<file path="src/rtl/lane_rr_arbiter_if.sv">
// lane_rr_arbiter_if
//   Bundles the request/grant signals that run between the per-lane
//   requesters and the shared-datapath arbiter.
//   master : requester side  (drives req, last, ds_ready; observes grant status)
//   slave  : arbiter side    (observes req, last, ds_ready; drives grant status)
//   Signals:
//     req[NUM_LANES]   per-lane request, doubles as beat-valid of the granted lane
//     last[NUM_LANES]  per-lane last-beat flag
//     ds_ready         downstream accepts a beat
//     gnt[NUM_LANES]   one-hot grant
//     gnt_id[ID_W]     granted lane index, valid while busy
//     busy             a grant is active
//     beat             beat transferred this cycle
//     beat_cnt[CNT_W]  beats transferred in the current grant
//     forced_rel       one-cycle pulse after a release at MAX_BURST beats
interface lane_rr_arbiter_if #(
  parameter int NUM_LANES = 4,
  parameter int MAX_BURST = 8,
  parameter int ID_W      = $clog2(NUM_LANES),
  parameter int CNT_W     = $clog2(MAX_BURST + 1)
);
  logic [NUM_LANES-1:0] req;
  logic [NUM_LANES-1:0] last;
  logic                 ds_ready;
  logic [NUM_LANES-1:0] gnt;
  logic [ID_W-1:0]      gnt_id;
  logic                 busy;
  logic                 beat;
  logic [CNT_W-1:0]     beat_cnt;
  logic                 forced_rel;

  modport master (
    output req, last, ds_ready,
    input  gnt, gnt_id, busy, beat, beat_cnt, forced_rel
  );

  modport slave (
    input  req, last, ds_ready,
    output gnt, gnt_id, busy, beat, beat_cnt, forced_rel
  );
endinterface

</file>
<file path="src/rtl/lane_rr_arbiter.sv">
// lane_rr_arbiter
//   Round-robin arbiter sharing one downstream datapath among NUM_LANES
//   requesters. A grant is held for a whole burst and released on the
//   granted lane's last beat, after MAX_BURST beats (forced), or when the
//   granted lane drops its request (abort). Every grant is followed by one
//   idle cycle before the next grant is issued.
//   Ports:
//     clk    rising-edge clock
//     rst_n  asynchronous active-low reset
//     bus    lane_rr_arbiter_if.slave (req/last/ds_ready in; gnt, gnt_id,
//            busy, beat, beat_cnt, forced_rel out)
//   All outputs are registered except beat, which is busy & req[gnt_id] & ds_ready.
module lane_rr_arbiter #(
  parameter int NUM_LANES = 4,
  parameter int MAX_BURST = 8,
  parameter int ID_W      = $clog2(NUM_LANES),
  parameter int CNT_W     = $clog2(MAX_BURST + 1)
) (
  input  logic                 clk,
  input  logic                 rst_n,
  lane_rr_arbiter_if.slave     bus
);

  typedef enum logic [0:0] {
    ST_IDLE = 1'b0,
    ST_BUSY = 1'b1
  } state_t;

  localparam logic [NUM_LANES-1:0] LANE0_ONEHOT = NUM_LANES'(1);
  localparam logic [ID_W-1:0]      LAST_LANE    = ID_W'(NUM_LANES - 1);
  localparam logic [CNT_W-1:0]     CNT_FINAL    = CNT_W'(MAX_BURST - 1);

  state_t               state_r, state_s;
  logic [ID_W-1:0]      ptr_r, ptr_s;
  logic [NUM_LANES-1:0] gnt_r, gnt_s;
  logic [ID_W-1:0]      gnt_id_r, gnt_id_s;
  logic                 busy_r, busy_s;
  logic [CNT_W-1:0]     beat_cnt_r, beat_cnt_s;
  logic                 forced_rel_r, forced_rel_s;

  logic                 sel_found_s;
  logic [ID_W-1:0]      sel_id_s;
  logic                 beat_s;
  logic                 rel_last_s;
  logic                 rel_force_s;
  logic                 rel_abort_s;
  logic                 release_s;
  logic [ID_W-1:0]      ptr_after_s;

  // Pick the first requesting lane scanning from ptr upward, wrapping to lane 0.
  always_comb begin
    int unsigned idx_v;
    sel_found_s = 1'b0;
    sel_id_s    = ID_W'(0);
    idx_v       = 0;
    for (int i = 0; i < NUM_LANES; i++) begin
      idx_v = int'(ptr_r) + i;
      if (idx_v >= NUM_LANES) begin
        idx_v = idx_v - NUM_LANES;
      end else begin
        idx_v = idx_v;
      end
      if (!sel_found_s && bus.req[ID_W'(idx_v)]) begin
        sel_found_s = 1'b1;
        sel_id_s    = ID_W'(idx_v);
      end else begin
        sel_found_s = sel_found_s;
      end
    end
  end

  // Beat and release qualifiers for the currently granted lane.
  always_comb begin
    beat_s      = busy_r & bus.req[gnt_id_r] & bus.ds_ready;
    rel_last_s  = beat_s & bus.last[gnt_id_r];
    rel_force_s = beat_s & (beat_cnt_r == CNT_FINAL);
    rel_abort_s = busy_r & ~bus.req[gnt_id_r];
    release_s   = rel_last_s | rel_force_s | rel_abort_s;
    if (gnt_id_r == LAST_LANE) begin
      ptr_after_s = ID_W'(0);
    end else begin
      ptr_after_s = gnt_id_r + ID_W'(1);
    end
  end

  // Next-state and next-output logic for the IDLE/BUSY grant FSM.
  always_comb begin
    state_s      = state_r;
    ptr_s        = ptr_r;
    gnt_s        = gnt_r;
    gnt_id_s     = gnt_id_r;
    busy_s       = busy_r;
    beat_cnt_s   = beat_cnt_r;
    forced_rel_s = 1'b0;
    case (state_r)
      ST_IDLE: begin
        if (sel_found_s) begin
          state_s    = ST_BUSY;
          gnt_s      = LANE0_ONEHOT << sel_id_s;
          gnt_id_s   = sel_id_s;
          busy_s     = 1'b1;
          beat_cnt_s = CNT_W'(0);
        end else begin
          gnt_s      = NUM_LANES'(0);
          gnt_id_s   = ID_W'(0);
          busy_s     = 1'b0;
          beat_cnt_s = CNT_W'(0);
        end
      end
      ST_BUSY: begin
        if (release_s) begin
          // Release always passes through IDLE, which creates the bubble cycle.
          state_s      = ST_IDLE;
          ptr_s        = ptr_after_s;
          gnt_s        = NUM_LANES'(0);
          gnt_id_s     = ID_W'(0);
          busy_s       = 1'b0;
          beat_cnt_s   = CNT_W'(0);
          forced_rel_s = rel_force_s & ~rel_last_s;
        end else if (beat_s) begin
          beat_cnt_s = beat_cnt_r + CNT_W'(1);
        end else begin
          beat_cnt_s = beat_cnt_r;
        end
      end
      default: begin
        state_s    = ST_IDLE;
        ptr_s      = ID_W'(0);
        gnt_s      = NUM_LANES'(0);
        gnt_id_s   = ID_W'(0);
        busy_s     = 1'b0;
        beat_cnt_s = CNT_W'(0);
      end
    endcase
  end

  // State and output registers.
  always_ff @(posedge clk or negedge rst_n) begin
    if (!rst_n) begin
      state_r      <= ST_IDLE;
      ptr_r        <= ID_W'(0);
      gnt_r        <= NUM_LANES'(0);
      gnt_id_r     <= ID_W'(0);
      busy_r       <= 1'b0;
      beat_cnt_r   <= CNT_W'(0);
      forced_rel_r <= 1'b0;
    end else begin
      state_r      <= state_s;
      ptr_r        <= ptr_s;
      gnt_r        <= gnt_s;
      gnt_id_r     <= gnt_id_s;
      busy_r       <= busy_s;
      beat_cnt_r   <= beat_cnt_s;
      forced_rel_r <= forced_rel_s;
    end
  end

  assign bus.gnt        = gnt_r;
  assign bus.gnt_id     = gnt_id_r;
  assign bus.busy       = busy_r;
  assign bus.beat       = beat_s;
  assign bus.beat_cnt   = beat_cnt_r;
  assign bus.forced_rel = forced_rel_r;

endmodule

</file>
<file path="src/flat_wrapper.sv">
// flat-port wrapper written by rule: the top's interface ports become plain ports
module lane_rr_arbiter_flat 
#(
  parameter int NUM_LANES = 4,
  parameter int MAX_BURST = 8,
  parameter int ID_W      = $clog2(NUM_LANES),
  parameter int CNT_W     = $clog2(MAX_BURST + 1)
)
  (clk, rst_n, bus_req, bus_last, bus_ds_ready, bus_gnt, bus_gnt_id, bus_busy, bus_beat, bus_beat_cnt, bus_forced_rel);
  lane_rr_arbiter_if #(.NUM_LANES(NUM_LANES), .MAX_BURST(MAX_BURST), .ID_W(ID_W), .CNT_W(CNT_W)) bus_i ();
  input  logic clk;
  input  logic rst_n;
  input wire logic [$bits(bus_i.req)-1:0] bus_req;
  input wire logic [$bits(bus_i.last)-1:0] bus_last;
  input wire logic [$bits(bus_i.ds_ready)-1:0] bus_ds_ready;
  output wire logic [$bits(bus_i.gnt)-1:0] bus_gnt;
  output wire logic [$bits(bus_i.gnt_id)-1:0] bus_gnt_id;
  output wire logic [$bits(bus_i.busy)-1:0] bus_busy;
  output wire logic [$bits(bus_i.beat)-1:0] bus_beat;
  output wire logic [$bits(bus_i.beat_cnt)-1:0] bus_beat_cnt;
  output wire logic [$bits(bus_i.forced_rel)-1:0] bus_forced_rel;
  assign bus_i.req = bus_req;
  assign bus_i.last = bus_last;
  assign bus_i.ds_ready = bus_ds_ready;
  assign bus_gnt = bus_i.gnt;
  assign bus_gnt_id = bus_i.gnt_id;
  assign bus_busy = bus_i.busy;
  assign bus_beat = bus_i.beat;
  assign bus_beat_cnt = bus_i.beat_cnt;
  assign bus_forced_rel = bus_i.forced_rel;
  lane_rr_arbiter #(.NUM_LANES(NUM_LANES), .MAX_BURST(MAX_BURST), .ID_W(ID_W), .CNT_W(CNT_W)) u_core (.clk(clk), .rst_n(rst_n), .bus(bus_i));
endmodule
</file>
<file path="config.mk">
export PLATFORM = sky130hd
export DESIGN_NAME = lane_rr_arbiter_flat
export DESIGN_NICKNAME = d
export VERILOG_FILES = /design/src/rtl/lane_rr_arbiter_if.sv /design/src/rtl/lane_rr_arbiter.sv /design/src/flat_wrapper.sv
export SDC_FILE = /design/constraint.sdc
export NUM_CORES = 1
export LEC_CHECK = 0
export CAP_MARGIN = 20
export CORE_MARGIN = 3
export CORE_UTILIZATION = 51
export DETAILED_ROUTE_END_ITERATION = 12
export PLACE_DENSITY = 0.85
export SKIP_LAST_GASP = 1
export SLEW_MARGIN = 20
export SYNTH_ARGS = -nofsm -noshare
export SYNTH_HDL_FRONTEND = slang
export SYNTH_SLANG_ARGS = --single-unit
</file>
<file path="constraint.sdc">
create_clock -name clk -period 3.8 [get_ports clk]
set_input_delay 0.38 -clock clk [delete_from_list [all_inputs] [get_ports clk]]
set_output_delay 0.38 -clock clk [all_outputs]
set_load 0.005 [all_outputs]
</file>
### Yosys cells after proc, flatten, opt, wreduce, memory -nomap -nowiden

Index checks and enable logic that the tools add are counted.
Widths: inputs -> output; s select.

| cells by class | value |
|---|---|
| $add $sub $neg | 9 |
| $lt $le $gt $ge | 9 |
| equal/unequal tests | 4 |
| shift-type cells | 1 |
| mux-type cells | 41 |
| bitwise operators | 11 |
| reductions and logical operators | 7 |

Operators by type and width:

| cell | number |
|---|---|
| $mux 2 | 11 |
| $mux 4 | 4 |
| $pmux 4 s2 | 2 |
| $lt 2x3->1 const B | 5 |
| $mux 1 | 15 |
| $bmux 1 s2 | 6 |
| $ge 3x3->1 const B | 3 |
| $sub 2x1->2 const B | 4 |
| $add 2x2->3 const B | 2 |
| $and 1x1->1 | 6 |
| $add 4x1->4 const B | 1 |
| $eq 4x3->1 const B | 1 |
| $pmux 1 s2 | 2 |
| $pmux 2 s2 | 1 |
| $shl 1x2->4 const A | 1 |
| $add 2x1->3 const B | 1 |
| $ge 2x3->1 const B | 1 |
| $logic_and 1x1->1 | 3 |
| $logic_not 1->1 | 3 |
| $ne 3x3->1 const B | 1 |
| $not 1->1 | 3 |
| $add 2x1->2 const B | 1 |
| $eq 2x2->1 const B | 1 |
| $ne 2x2->1 const B | 1 |
| 2 further kinds | 3 |

| storage, ports and cells | value |
|---|---|
| register bits | 15 |
| input port bits | 11 |
| output and inout port bits | 13 |
| logic and storage cells | 89 |

### Logic depth before layout (Yosys ltp)

| depth | value |
|---|---|
| depth in word-level cells | 17 |
| depth in mapped cells | 6 |
| depth with buffers taken out | 5 |

### Worst setup path before layout

No wires, ideal clock.

| timing | value |
|---|---|
| kind | flip-flop to flip-flop |
| start | register u_core.gnt_id_r[0], in the netlist u_core.bus.gnt_id[0] |
| end | register u_core.ptr_r[0] |
| setup time | 125 ps |
| arrival time | 1,596 ps |
| required time | 3,675 ps |
| slack | 2,080 ps |
| stages on the path, launching flop included | 6 |
| path buffers | 1 |
| period minus slack after synthesis | 1,720 ps |
| path through | dfrtp_1 > buf_6 > mux4_2 > o221a_2 > o22ai_2 > mux2_2 |

| on the way | value |
|---|---|
| longest elaborated chain between the ends | 8 |
| elaborated cells on any way between the ends | 16 |
| classes of those cells | add/sub: 1; eq/ne: 1; mux: 5; bitwise: 8; reduce/logical: 1 |

Ends and longest elaborated chain:

| what | line | RTL |
|---|---|---|
| start, declared | lane_rr_arbiter.sv:36 | `logic [ID_W-1:0] gnt_id_r, gnt_id_s;` |
| start signal, assigned | lane_rr_arbiter.sv:151 | `gnt_id_r <= gnt_id_s;` |
| $bmux 1 s2 | lane_rr_arbiter.sv:74, lane_rr_arbiter.sv:77 |  |
| $mux 1 (not written as such) | lane_rr_arbiter.sv:74, lane_rr_arbiter.sv:77 |  |
| $and 1x1->1 (2 in a row) | lane_rr_arbiter.sv:74 | `beat_s = busy_r & bus.req[gnt_id_r] & bus.ds_ready;` |
| $and 1x1->1 (on tied branches) | lane_rr_arbiter.sv:75, lane_rr_arbiter.sv:76 |  |
| $or 1x1->1 (2 in a row) | lane_rr_arbiter.sv:78 | `release_s = rel_last_s \| rel_force_s \| rel_abort_s;` |
| $reduce_and 2->1 (no source line) | -- |  |
| end signal, assigned | lane_rr_arbiter.sv:149 | `ptr_r <= ptr_s;` |
| end, declared | lane_rr_arbiter.sv:34 | `logic [ID_W-1:0] ptr_r, ptr_s;` |

Parallel ways exist; a longest one is shown, timed or not. The select of a mux whose other input is x is not followed.
A chain may end at the register's enable or synchronous reset.

### Worst setup path in the final report

| timing | value |
|---|---|
| start | input bus_req[3] |
| end | output bus_beat |

| on the way | value |
|---|---|
| longest elaborated chain between the ends | 4 |

Ends and longest elaborated chain:

| what | line | RTL |
|---|---|---|
| start, declared | flat_wrapper.sv:13 | `input wire logic [$bits(bus_i.req)-1:0] bus_req;` |
| $bmux 1 s2 | lane_rr_arbiter.sv:74 |  |
| $mux 1 (not written as such) | lane_rr_arbiter.sv:74 |  |
| $and 1x1->1 (2 in a row) | lane_rr_arbiter.sv:74 |  |
| end, declared | flat_wrapper.sv:19 | `output wire logic [$bits(bus_i.beat)-1:0] bus_beat;` |

No other way between the ends. The select of a mux whose other input is x is not followed.

==> metrics.md <==
| Metric | Value |
|---|---|
| Hpwl dp | 1670 um |
| Drt drc | 0 |
| Distinct cells, synth | 36 |
| Drt via density | 5.76 |
| Num CTS Buffers | 3 |
| Post-synth EDFFs | 0 |
| Overflow after GRT | 0 |
| Final Wtd Congestion | around 0.78 |
| #FFs+latches synth | 15 |
| Cells after Synth | 91 |
| DRT Wirelength | 2170 um |
| Hold WS | between 0.4 and 0.5 ns |
| # setup viols final | 0 |
| Die Width | 48.7 um |
| Layout fillers | 129 |
| Pwr dens | 612 mW/mm^2 |
| Slew Limit Fails | 0 |
| Maxcap violations | 0 |
| Hold Path Class | primary input to asynchronous set/reset pin |
| Hold_buf cts | 0 |
| Post-cts resize count | 0 |
| Clk_lat worst skew | 0.30 ns |
| Die area | 0.00237 sq mm |
| Most used DFF post-synth | dfrtp_1 |
| Kind of critical path | primary input to primary output |
| Initial Util | about 58% |
| Antenna Violating Nets Remaining | 0 |
| RSZ-0062 raised after global routing | no |
| Drt first-iter violations | 9 |
| I/O pins | 24 |
| Outcome | finished, final reports clean |
| Commonest non-fill, non-tap cell in the layout | clkdlybuf4s50_1 |
| DR WL/cell | 15.6 um |
| Pin count of the biggest net entering global routing | 16 |
| Fmax | about 430 MHz |
| CP Cell Sequence | clkdlybuf4s50_1, mux2i_1, o22a_2, inv_1, clkdlybuf4s50_1 |
| Crit path DAT | 1.96 ns |
| First-pass DRT Iterations | 4 |
| First-pass GRT wire length | between 3000 and 4000 um |
| Pre-CTS setup slack | 1.44 ns |
| CP max FO | 6 |
| Final period util | 61.6% |
| All-Layer GR Usage | 21.0% |
| Maximum buffer depth of the clock tree | 2 |
| Final Cell Area | 0.00118 sq mm |
| Syn avg cell area | 10.2 sq um |
| Cell family with most CP delay | buffers and inverters |
| Site Rows | 14 |
| Setup TNS | 0 ns |
| FF-to-FF Start | u_core.bus.gnt_id[0] |
| Vias in the first global route | around 820 |
| CP max stage cell | clkdlybuf4s50_1 |
| R2r setup slk | around 1.8 ns |
| Setup crit start kind | primary input |
| Synthesis Warnings | 0 |
| DR top layer | met4 |
| Setup Buffers After CTS | 0 |
| Routed wl met2 | 1060 um |
| Clock Skews | 0.00427 ns |
| Synth Cell Area | 928 sq um |
| Worst Setup SP | bus_req[3] |
| P_leak | 0.000471 uW |
| Reg area | 375 sq um |
| Die H | 48.7 um |
| Slew margin rel. | 54.3% |
| Final min period | 2.34 ns |
| Commonest non-fill, non-tap cells in the layout | 23 x clkdlybuf4s50_1, 15 x dfrtp_1, 10 x inv_1 |
| # clock sinks | 15 |
| Core area | 0.00161 sq mm |
| Syn-to-layout area delta | 27.4% |
| H-tree level count | 1 |
| Reg2reg end | u_core.bus.gnt[1] |
| Most frequent CP cell | clkdlybuf4s50_1 |
| Worst path bufs/invs | 3 |
| Met3 Wirelength | 124 um |
| Clock Tree Root | clkbuf_4 |
| Crit path required time | 3.42 ns |
| Layout cells sized above 1 | 14.8% |
| Synthesized net count | 104 |
| Fraction of registers with async set/reset | 100% |
| Endpoints failing hold | 0 |
| Worst VDD drop | 0.417 mV |
| CTS tree | yes |
| Wire length on met1 | 959 um |
| Seq/Total Area, Yosys | 40.4% |
| Vias after detailed routing | 800 |
| Dpl cells | 135 |
| Worst slew pin tran | 0.683 ns |
| Nets | around 130 |
| Multi-input gate area | 482 sq um |
| Clock transition at path regs | 0.10 ns |
| Placed inst area | 0.00115 sq mm |
| Input/output buffers | 23 |
| Layout Cells excl Fill | 139 |
| R2R depth | 4 |
| Worst setup EP type | primary output |
| Worst Slack Setup Final | 1.46 ns |
| Slowest stage delay, CP | 0.55 ns |
| ANT cells | 0 |
| Initial antenna violation count | 0 |
==> layer usage <==
metal  vias to the layer above  GRT usage, %
li1                        389             -
met1                       376          24.9
met2                        30          36.9
met3                         5          4.91
met4                         0          7.11
met5                         -             0
==> area by class of cell <==
cell class | count | area share [%]
Clock buffer | 3 | 1.90
Multi-Input combinational cell | 63 | 40.7
Inverter | 10 | 3.17
Timing Repair Buffer | 23 | 19.5
Tap cell | 24 | 2.54
Clock inverter | 1 | 0.423
Sequential cell | 15 | 31.7
==> flip-flops by register name, indices dropped and copies added (netlist names) <==
signal / count
u_core.ptr_r: 2
u_core.bus.beat_cnt: 4
u_core.state_r: 1
u_core.bus.gnt: 4
u_core.bus.gnt_id: 2
u_core.bus.forced_rel: 1
u_core.bus.busy: 1
==> cells in the mapped netlist (all sizes together), types with 2 or more instances <==
library cell | n | area (sq um)
ha | 2 | 25.0
nor3 | 3 | 20.0
mux2 | 2 | 22.5
or3 | 2 | 12.5
buf | 3 | 33.8
nand2b | 2 | 12.5
inv | 10 | 37.5
o22a | 2 | 20.0
or4 | 2 | 18.8
dfrtp | 15 | 375
a21oi | 4 | 23.8
o21ai | 6 | 33.8
mux2i | 6 | 60.1
o31ai | 2 | 15.0
nand2 | 5 | 18.8
nand3 | 2 | 10.0
o32ai | 5 | 43.8
nand3b | 2 | 15.0
nor2 | 3 | 11.3
==> through the flow <==
step | total power (uW) | utilization [%]
6_report | 723 | 73.4
5_1_grt | 781 | 73.4
4_1_cts | 726 | 73.4
3_5_place_dp | 632 | 71.7
3_3_place_gp | 616 | 71.7
2_1_floorplan | 508 | -
==> worst max-delay path by stage <==
stage                       to  slack (ns)  cells after the start
6_report              bus_beat        1.46                      5
5_1_grt               bus_beat        1.38                      5
3_5_place_dp          bus_beat        1.44                      5
3_3_place_gp          bus_beat        1.49                      5
2_1_floorplan  u_core.ptr_r[0]        2.08                      5
4_1_cts               bus_beat        1.44                      5
==> logic make-up after synthesis <==
logic type | Yosys count | synth area share, %
AO/OA/AOI/OAI | 25 | 20.5
XOR/XNOR | 1 | 0.944
adder cells (fa/ha/maj) | 2 | 2.69
buffers and inverters | 13 | 7.68
flip-flops | 15 | 40.4
multiplexers | 9 | 11.3
AND/OR/NAND/NOR | 26 | 16.4
==> worst register-to-register path, stage by stage, from the launching register on <==
cell and delay, ns:
dfrtp_1 0.57, mux4_2 0.56, o221a_2 0.17, o21ai_2 0.41, o32ai_1 0.15
==> report_power, final <==
| group | internal (uW) | leakage, uW | switching (uW) |
|---|---|---|---|
| clock network | 39.3 | 0.0000177 | 57.1 |
| logic | 192 | 0.000258 | 147 |
| registers | 214 | 0.000195 | 74.0 |
| total | 445 | 0.000471 | 278 |
No activity file was read; power rests on OpenSTA's default activity.
